### config.mk
export PLATFORM = sky130hd
export DESIGN_NAME = adxl355_rd
export DESIGN_NICKNAME = d
export VERILOG_FILES = /design/src/rtl/adxl355_pkg.sv /design/src/rtl/adxl355_sclk_gen.sv /design/src/rtl/adxl355_rd.sv
export SDC_FILE = /design/constraint.sdc
export NUM_CORES = 1
export LEC_CHECK = 0
export ABC_AREA = 1
export CORE_MARGIN = 3
export CORE_UTILIZATION = 60
export DETAILED_ROUTE_END_ITERATION = 6
export PLACE_DENSITY = 0.91
export SLEW_MARGIN = 20
export SYNTH_ARGS = -nofsm -noshare
export SYNTH_HDL_FRONTEND = slang
export SYNTH_SLANG_ARGS = --single-unit
export TNS_END_PERCENT = 1
### constraint.sdc
create_clock -name i_clk -period 4.9 [get_ports i_clk]
set_clock_uncertainty 0.2 [all_clocks]
set_input_delay 0.735 -clock i_clk [delete_from_list [all_inputs] [get_ports i_clk]]
set_output_delay 0.735 -clock i_clk [all_outputs]
set_load 0.1 [all_outputs]
### src/rtl/adxl355_pkg.sv
// Shared constants and types for the ADXL355 sensor-side blocks: register map,
// SPI command encoding and burst geometry.
package adxl355_pkg;

   localparam logic [7:0] REG_DEVID_AD  = 8'h00;
   localparam logic [7:0] REG_STATUS    = 8'h04;
   localparam logic [7:0] REG_TEMP2     = 8'h06;
   localparam logic [7:0] REG_XDATA3    = 8'h08;
   localparam logic [7:0] REG_FIFO_DATA = 8'h11;
   localparam logic [7:0] REG_RANGE     = 8'h2C;
   localparam logic [7:0] REG_POWER_CTL = 8'h2D;

   localparam logic READ_BIT  = 1'b1;
   localparam logic WRITE_BIT = 1'b0;

   localparam int AXIS_W      = 20;
   localparam int BURST_BYTES = 9;
   localparam int AXIS_BYTES  = 3;
   localparam int CMD_BITS    = 8;
   localparam int DATA_BITS   = BURST_BYTES * 8;
   localparam int FRAME_BITS  = CMD_BITS + DATA_BITS;

   typedef enum logic [1:0] {
      ST_IDLE,
      ST_SETUP,
      ST_SHIFT,
      ST_HOLD
   } rd_state_t;

   // Command byte: 7-bit register address followed by the R/W flag in bit 0.
   function automatic logic [7:0] read_cmd(input logic [7:0] addr);
      return {addr[6:0], READ_BIT};
   endfunction

endpackage

### src/rtl/adxl355_sclk_gen.sv
// SPI mode-0 clock generator: toggles SCLK every half_cycles clocks while
// enabled and flags the cycle before each rising and falling edge.
module adxl355_sclk_gen #(
   parameter int half_cycles = 4
) (
   input  logic i_clk,
   input  logic i_rst_n,
   input  logic i_en,
   output logic o_sclk,
   output logic o_rise,
   output logic o_fall
);

   localparam int CNT_W = (half_cycles > 1) ? $clog2(half_cycles) : 1;
   localparam logic [CNT_W-1:0] CNT_LAST = CNT_W'(half_cycles - 1);

   logic [CNT_W-1:0] cnt_reg;
   logic             sclk_reg;
   logic             wrap;

   assign wrap = i_en && (cnt_reg == CNT_LAST);

   // Disabling parks SCLK low with a fresh count, so every burst starts with
   // a full half-period of setup before the first rising edge.
   always_ff @(posedge i_clk or negedge i_rst_n) begin
      if (!i_rst_n) begin
         cnt_reg  <= '0;
         sclk_reg <= 1'b0;
      end else if (!i_en) begin
         cnt_reg  <= '0;
         sclk_reg <= 1'b0;
      end else if (wrap) begin
         cnt_reg  <= '0;
         sclk_reg <= ~sclk_reg;
      end else begin
         cnt_reg <= cnt_reg + 1'b1;
      end
   end

   assign o_sclk = sclk_reg;
   assign o_rise = wrap & ~sclk_reg;
   assign o_fall = wrap & sclk_reg;

endmodule

### src/rtl/adxl355_rd.sv
// Burst reader: on each rising sync edge reads XDATA3..ZDATA1 over SPI mode 0
// and presents one X/Y/Z sample with a single-cycle valid strobe.
module adxl355_rd
   import adxl355_pkg::*;
#(
   parameter int         clk_hz   = 40_000_000,
   parameter int         spi_hz   = 5_000_000,
   parameter logic [7:0] reg_addr = REG_XDATA3
) (
   input  logic              i_clk,
   input  logic              i_rst_n,
   input  logic              i_sync,
   output logic              o_csn,
   output logic              o_sclk,
   output logic              o_mosi,
   input  logic              i_miso,
   output logic [AXIS_W-1:0] o_x,
   output logic [AXIS_W-1:0] o_y,
   output logic [AXIS_W-1:0] o_z,
   output logic              o_valid,
   output logic              o_busy,
   output logic              o_overrun
);

   localparam int H    = clk_hz / (2 * spi_hz);
   localparam int HC_W = (H > 1) ? $clog2(H) : 1;
   localparam logic [HC_W-1:0] HOLD_LAST = HC_W'(H - 1);
   localparam logic [7:0]      CMD       = read_cmd(reg_addr);
   localparam logic [6:0]      CMD_END   = 7'(CMD_BITS);
   localparam logic [6:0]      LAST_BIT  = 7'(FRAME_BITS);

   if (((clk_hz % (2 * spi_hz)) != 0) || (H < 2)) begin : g_bad_ratio
      $error("adxl355_rd: clk_hz/(2*spi_hz) must be an integer >= 2");
   end

   rd_state_t state_reg, state_next;

   logic                 sync_q_reg;
   logic                 csn_reg, csn_next;
   logic                 mosi_reg, mosi_next;
   logic                 busy_reg, busy_next;
   logic                 valid_reg, valid_next;
   logic                 overrun_reg, overrun_next;
   logic [6:0]           bit_cnt_reg, bit_cnt_next;
   logic [HC_W-1:0]      hold_cnt_reg, hold_cnt_next;
   logic [DATA_BITS-1:0] shift_reg, shift_next;
   logic [2:0][AXIS_W-1:0] axis_reg;
   logic [2:0][AXIS_W-1:0] axis_word;

   logic start;
   logic accept;
   logic sclk_en;
   logic sclk_rise;
   logic sclk_fall;

   assign start   = i_sync & ~sync_q_reg;
   // The cycle that returns to IDLE still counts as busy for new starts.
   assign accept  = (state_reg == ST_IDLE) && !valid_reg;
   assign sclk_en = (state_reg == ST_SETUP) || (state_reg == ST_SHIFT);

   adxl355_sclk_gen #(
      .half_cycles(H)
   ) u_sclk (
      .i_clk  (i_clk),
      .i_rst_n(i_rst_n),
      .i_en   (sclk_en),
      .o_sclk (o_sclk),
      .o_rise (sclk_rise),
      .o_fall (sclk_fall)
   );

   // Each axis is the top 20 bits of its three big-endian bytes.
   genvar gi;
   for (gi = 0; gi < 3; gi++) begin : g_axis
      assign axis_word[gi] = shift_reg[DATA_BITS-1-(gi*AXIS_BYTES*8) -: AXIS_W];
   end

   always_comb begin
      state_next    = state_reg;
      csn_next      = csn_reg;
      mosi_next     = mosi_reg;
      busy_next     = busy_reg;
      valid_next    = 1'b0;
      overrun_next  = start & ~accept;
      bit_cnt_next  = bit_cnt_reg;
      hold_cnt_next = hold_cnt_reg;
      shift_next    = shift_reg;

      case (state_reg)
         ST_IDLE: begin
            if (start && accept) begin
               state_next   = ST_SETUP;
               csn_next     = 1'b0;
               busy_next    = 1'b1;
               mosi_next    = CMD[7];
               bit_cnt_next = '0;
            end
         end
         ST_SETUP: begin
            if (sclk_rise) begin
               bit_cnt_next = bit_cnt_reg + 7'd1;
               state_next   = ST_SHIFT;
            end
         end
         ST_SHIFT: begin
            if (sclk_rise) begin
               if (bit_cnt_reg >= CMD_END) begin
                  shift_next = {shift_reg[DATA_BITS-2:0], i_miso};
               end
               bit_cnt_next = bit_cnt_reg + 7'd1;
            end
            // bit_cnt_reg already counts the rise that this fall closes.
            if (sclk_fall) begin
               if (bit_cnt_reg == LAST_BIT) begin
                  state_next    = ST_HOLD;
                  hold_cnt_next = '0;
                  mosi_next     = 1'b0;
               end else if (bit_cnt_reg < CMD_END) begin
                  mosi_next = CMD[~bit_cnt_reg[2:0]];
               end else begin
                  mosi_next = 1'b0;
               end
            end
         end
         ST_HOLD: begin
            if (hold_cnt_reg == HOLD_LAST) begin
               state_next = ST_IDLE;
               csn_next   = 1'b1;
               busy_next  = 1'b0;
               valid_next = 1'b1;
            end else begin
               hold_cnt_next = hold_cnt_reg + 1'b1;
            end
         end
         default: begin
            state_next = ST_IDLE;
         end
      endcase
   end

   always_ff @(posedge i_clk or negedge i_rst_n) begin
      if (!i_rst_n) begin
         state_reg    <= ST_IDLE;
         sync_q_reg   <= 1'b0;
         csn_reg      <= 1'b1;
         mosi_reg     <= 1'b0;
         busy_reg     <= 1'b0;
         valid_reg    <= 1'b0;
         overrun_reg  <= 1'b0;
         bit_cnt_reg  <= '0;
         hold_cnt_reg <= '0;
         shift_reg    <= '0;
         axis_reg     <= '0;
      end else begin
         state_reg    <= state_next;
         sync_q_reg   <= i_sync;
         csn_reg      <= csn_next;
         mosi_reg     <= mosi_next;
         busy_reg     <= busy_next;
         valid_reg    <= valid_next;
         overrun_reg  <= overrun_next;
         bit_cnt_reg  <= bit_cnt_next;
         hold_cnt_reg <= hold_cnt_next;
         shift_reg    <= shift_next;
         if (valid_next) begin
            axis_reg <= axis_word;
         end
      end
   end

   assign o_csn     = csn_reg;
   assign o_mosi    = mosi_reg;
   assign o_busy    = busy_reg;
   assign o_valid   = valid_reg;
   assign o_overrun = overrun_reg;
   assign o_x       = axis_reg[0];
   assign o_y       = axis_reg[1];
   assign o_z       = axis_reg[2];

endmodule

==> flow_summary.json, run 1 <==
{
  "relSlewSlack": 0.311,
  "placed_area_mm2": 0.00673,
  "cts_made_buffers": 17,
  "final_max_slew_viol_count": 0,
  "worst_slack_ns": 1.78,
  "finalCritPeriodShare": 0.636,
  "final_area_mm2": 0.00732,
  "crit_chain": "clkdlybuf4s50_1",
  "globalRouteMet1Util": 0.282,
  "die_h_um": 106,
  "clk_pin_slew_ns": 0.06,
  "cts-root-buf": "clkbuf_8",
  "required_ns": 3.96,
  "synth_nets": 652,
  "grt_pass1_vias": 4589,
  "wl_per_cell_um": 15.1,
  "grt-busiest-layer": "met2",
  "yosys_warnings": 0,
  "wirelength_mm": 12.7,
  "die_x_um": 106,
  "tns_ns": 0,
  "slowest_stage": "clkdlybuf4s50_1",
  "worstPathMaxFanout": 2,
  "power_density_mw_per_mm2": 428,
  "use_met2": 0.416,
  "grt_first_pass_wirelength_mm": 21.1,
  "cp_top_family": "buffers and inverters",
  "core_mm2": 0.00950,
  "start_util": 0.634,
  "areaGrowthSynthToFinish_pct": 21.4,
  "post-place-ws_ns": 1.74,
  "cts_tree": "done",
  "num_antenna_cells": 0,
  "syn_area_per_cell_um2": 9.43,
  "whs_ns": 0.147,
  "endpoint_kind": "output pin",
  "power_mw": 3.13,
  "finalSetupViolations": 0,
  "final_cells": 840,
  "largest_reg_flops": 72,
  "synth_edf_count": 0,
  "drive_gt1_frac": 0.0647,
  "htree_num_levels": 4,
  "cts_hold_buf": 0,
  "vias_per_cell": 5.39,
  "drc_errors": 0,
  "max_cap_violations": 0,
  "die_area_mm2": 0.0113,
  "synth_cell_types": 24,
  "fin_crit_ns": 3.12,
  "finalWeightedCongestion": 0.827,
  "synthFlopType": "dfrtp_1",
  "drt-pass1-iter-count": 6,
  "hold_viol_final": 0,
  "grt_max_degree": 135,
  "rows": 35,
  "p_leak_nw": 3.30,
  "max_freq_mhz": 321,
  "vias": 4528,
  "io_pins": 70,
  "grt_setup_unrepaired": "no",
  "hpwl_mm": 7.46,
  "dp.cells": 808,
  "path_buf_inv": 1,
  "clock-sinks": 152,
  "synthArstFlopShare": 1.00,
  "tightest_slew_ns": 1.03,
  "cpPeakStageDelay_ns": 1.13,
  "postCtsSetupRepairBufs": 0,
  "post_cts_resized": 0,
  "grt_use_met3": 0.0534,
  "drt_iter0_markers": 324,
  "critPathArrivalTime_ns": 2.18,
  "min_path_type": "in -> async",
  "fin_util": 0.770,
  "yosys_register_bits": 152,
  "clk_latency_ns": 0.52,
  "syn_area_mm2": 0.00603,
  "drtAntennaViolNets": 0,
  "io_buffers": 69,
  "irDropWorstVdd_mv": 0.302,
  "synthCells": 639,
  "gr-usage-all-layers": 0.236,
  "path_class": "reg -> out",
  "nets": 711,
  "yosysSeqAreaShare": 0.631,
  "status": "complete, no violations",
  "startpoint_type": "flop",
  "cts_buffer_depth": 2,
  "grt_overflow": 0,
  "antenna_found_initial": 0
}
cell usage after synthesis (3+ instances only):
master / count / area (um^2)
nand2_1: 179 / 672
a21oi_1: 6 / 30.0
inv_1: 83 / 312
buf_2: 5 / 25.0
ha_1: 9 / 113
nor2_1: 9 / 33.8
nand3_1: 27 / 135
or2_2: 3 / 18.8
o21ai_0: 81 / 405
o21ai_1: 48 / 240
clkbuf_1: 16 / 60.1
dfrtp_1: 151 / 3780
buf_6: 7 / 78.8
layout make-up:
class	count	area, um^2
Tap cell	129	161
Clock inverter	13	138
Sequential cell	152	3800
Timing Repair Buffer	70	702
Fill cell	595	2180
Inverter	84	315
Clock buffer	19	442
Multi-Input combinational cell	373	1760
final timing paths:
check | startpoint | cells after the start | slack [ns] | endpoint
setup / recovery | o_csn | 1 | 1.78 | o_csn
hold / removal | i_rst_n | 1 | 0.15 | bit_cnt_reg[4]
setup reg to reg | state_reg[0] | 7 | 1.88 | shift_reg[52]
hold reg to reg | u_sclk.cnt_reg[0] | 1 | 0.24 | u_sclk.cnt_reg[0]
max in group asynchronous | i_rst_n | 2 | 3.34 | o_z[18]
min in group i_clk | u_sclk.cnt_reg[0] | 1 | 0.24 | u_sclk.cnt_reg[0]
cell usage in the layout, fill, tap and decap left out, types with 2 or more instances in the layout:
master,synthesis,routed
clkbuf_8,0,4
o21ai_0,81,81
o21ai_1,48,48
clkbuf_16,0,16
or2_2,3,3
nand2_1,179,178
nand4_1,2,2
clkinvlp_4,0,4
dfrtp_1,151,151
clkinv_4,0,3
ha_1,9,9
inv_8,0,3
o211ai_1,2,2
nor2_1,9,9
inv_6,0,2
nand3_1,27,27
inv_1,83,83
o21ai_2,2,2
clkdlybuf4s50_1,0,68
a21oi_1,6,6
per-layer routing:
metal | part of all wire | wire [um]
met2 | 0.52 | 6620
met3 | 0.045 | 567
met1 | 0.41 | 5240
met5 | 0 | 0
met4 | 0.019 | 236
power by group:
group / total, mW / switching [mW] / internal (mW) / leakage [nW]
Sequential: 1.37 / 0.0504 / 1.32 / 2.10
Clock: 1.26 / 0.541 / 0.716 / 0.273
Combinational: 0.511 / 0.375 / 0.135 / 0.928
Total: 3.13 / 0.966 / 2.17 / 3.30
cell families after synthesis:
logic type / count (synthesis) / synth area share
buf+inv: 114 / 0.0808
simple gates: 224 / 0.150
compound gates: 140 / 0.119
flops: 152 / 0.631
fa+ha+maj: 9 / 0.0187
No activity file was read; power rests on OpenSTA's default activity.
==> run 2, diff against run 1 <==
CORE_UTILIZATION = 50   (was 60)
PLACE_DENSITY = 0.81   (was 0.91)
clock period = 2.6 ns   (was 4.9 ns; I/O delays follow)
==> run 2 against run 1 <==
Die area up 19%. Critical path type is now reg -> reg. Count of clock-buffer cells in the layout up 6. Design area up 0.72%.
==> flow_summary.json, run 2 (synthesis gave the netlist of run 1 again) <==
{
  "post_cts_resized": 0,
  "tightest_slew_ns": 0.527,
  "wl_per_cell_um": 13.6,
  "vias_per_cell": 5.07,
  "wirelength_mm": 11.7,
  "hold_path_end": "u_sclk.cnt_reg[0]",
  "grt_overflow": 0,
  "reg2reg_to": "shift_reg[14]",
  "required_ns": 2.67,
  "cts-root-buf": "clkbuf_16",
  "slowest_stage": "buf_4",
  "finalCritPeriodShare": 0.815,
  "cpPeakStageDelay_ns": 0.45,
  "power_density_mw_per_mm2": 854,
  "reg2regPathDepth": 7,
  "cts_made_buffers": 17,
  "path_class": "reg -> reg",
  "max_freq_mhz": 472,
  "hp-start": "u_sclk.cnt_reg[0]",
  "vias": 4381,
  "core_mm2": 0.0116,
  "endpoint_kind": "flop",
  "num_antenna_cells": 0,
  "gr-usage-all-layers": 0.192,
  "pwr-share-clk": 0.438,
  "rows": 39,
  "grt_first_pass_wirelength_mm": 20.4,
  "drc_errors": 0,
  "critPathArrivalTime_ns": 2.19,
  "layout_common_cells": "178 x nand2_1, 151 x dfrtp_1, 83 x inv_1, 81 x o21ai_0, 73 x buf_4",
  "p_leak_nw": 3.57,
  "final_common_cell": "nand2_1",
  "antenna_found_initial": 0,
  "io_pins": 70,
  "fin_crit_ns": 2.12,
  "drt-pass1-iter-count": 5,
  "clk_pin_slew_ns": 0.06,
  "fin_util": 0.635,
  "cts_tree": "done",
  "min_path_type": "reg -> reg",
  "p_sw_mw": 1.69,
  "relSlewSlack": 0.649,
  "hold_depth": 1,
  "htree_num_levels": 4,
  "grt_max_degree": 77,
  "finalWeightedCongestion": 0.771,
  "die_area_mm2": 0.0134,
  "clk_latency_ns": 0.41,
  "hold_viol_final": 0,
  "nets": 721,
  "largest_reg_flops": 72,
  "clock-sinks": 152,
  "irDropWorstVdd_mv": 0.465,
  "startpoint_type": "flop",
  "die_x_um": 116,
  "tns_ns": 0,
  "cts_buffer_depth": 2,
  "areaGrowthSynthToFinish_pct": 22.3,
  "swShare": 0.269,
  "drtAntennaViolNets": 0,
  "final_max_slew_viol_count": 0,
  "io_buffers": 69,
  "hpwl_mm": 7.73,
  "max_cap_violations": 0,
  "worstPathMaxFanout": 58,
  "finalSetupViolations": 0,
  "start_util": 0.519,
  "combinationalPowerShare": 0.155,
  "die_h_um": 116,
  "crit_chain": "inv_1 -> ha_1 -> nand3_1 -> nor2_2 -> nand2_4 -> buf_4 -> o21ai_0",
  "drive_gt1_frac": 0.165,
  "seq_power_share": 0.408,
  "r2r_start": "state_reg[0]",
  "grt_setup_unrepaired": "no",
  "regToRegSetupSlack_ns": 0.48,
  "grt_pass1_vias": 4365,
  "p_int_mw": 4.60,
  "drt_iter0_markers": 300,
  "status": "complete, no violations"
}
## run 2: worst max-delay path by stage
stage	slack, ns	startpoint	cells after the start	end
2_1_floorplan	0.55	u_sclk.o_sclk	6	shift_reg[17]
3_3_place_gp	0.62	state_reg[0]	8	shift_reg[28]
3_5_place_dp	0.50	state_reg[0]	7	shift_reg[14]
4_1_cts	0.46	state_reg[0]	7	shift_reg[14]
5_1_grt	0.25	state_reg[0]	7	shift_reg[14]
6_report	0.48	state_reg[0]	7	shift_reg[14]
## run 2: layout make-up
type	count	area, um^2
Timing Repair Buffer	80	649
Sequential cell	152	3800
Inverter	84	315
Fill cell	925	4240
Multi-Input combinational cell	373	1750
Clock inverter	7	160
Tap cell	143	179
Clock buffer	25	515
## run 2: routing by layer
layer	global-route usage	wire length (um)	vias up
li1	-	-	2151
met1	0.253	5220	2122
met2	0.313	5820	94
met3	0.0538	498	14
met4	0.0619	166	0
met5	0	0	-
## run 2: power groups by stage
stage / registers (mW) / logic (mW) / clock network, mW
finish: 2.57 / 0.973 / 2.76
floorplan: 2.77 / 0.501 / 0
detailed placement: 2.61 / 0.944 / 0
CTS: 2.57 / 0.979 / 2.80
global placement: 2.60 / 0.891 / 0
global route: 2.58 / 1.07 / 2.90
## run 2: stage by stage
stage	setup slack (ns)	cells	instance area (um^2)	hold WS (ns)	total power, mW
2_1_floorplan	0.552	639	6030	-0.106	3.27
3_3_place_gp	0.618	831	6690	0.171	3.49
3_5_place_dp	0.502	831	6690	0.184	3.55
4_1_cts	0.462	864	7370	0.233	6.34
5_1_grt	0.250	864	7370	0.254	6.55
6_report	0.480	864	7370	0.238	6.30
## run 2: repair_timing
| item | CTS | global route |
|---|---|---|
| hold buffers | 1 | 0 |
| endpoints found under the hold margin | 51 | 0 |
| setup endpoints to repair | 0 | 0 |
| setup buffers | 0 | 0 |
## run 2: worst max-delay path: cells and delay by family (launching register included)
kind	cells	cell delay (ns)
AOI/OAI and AO/OA	1	0.17
adders and majority gates	1	0.31
buffers and inverters	2	0.55
DFF	1	0.40
and+or+nand+nor	3	0.32
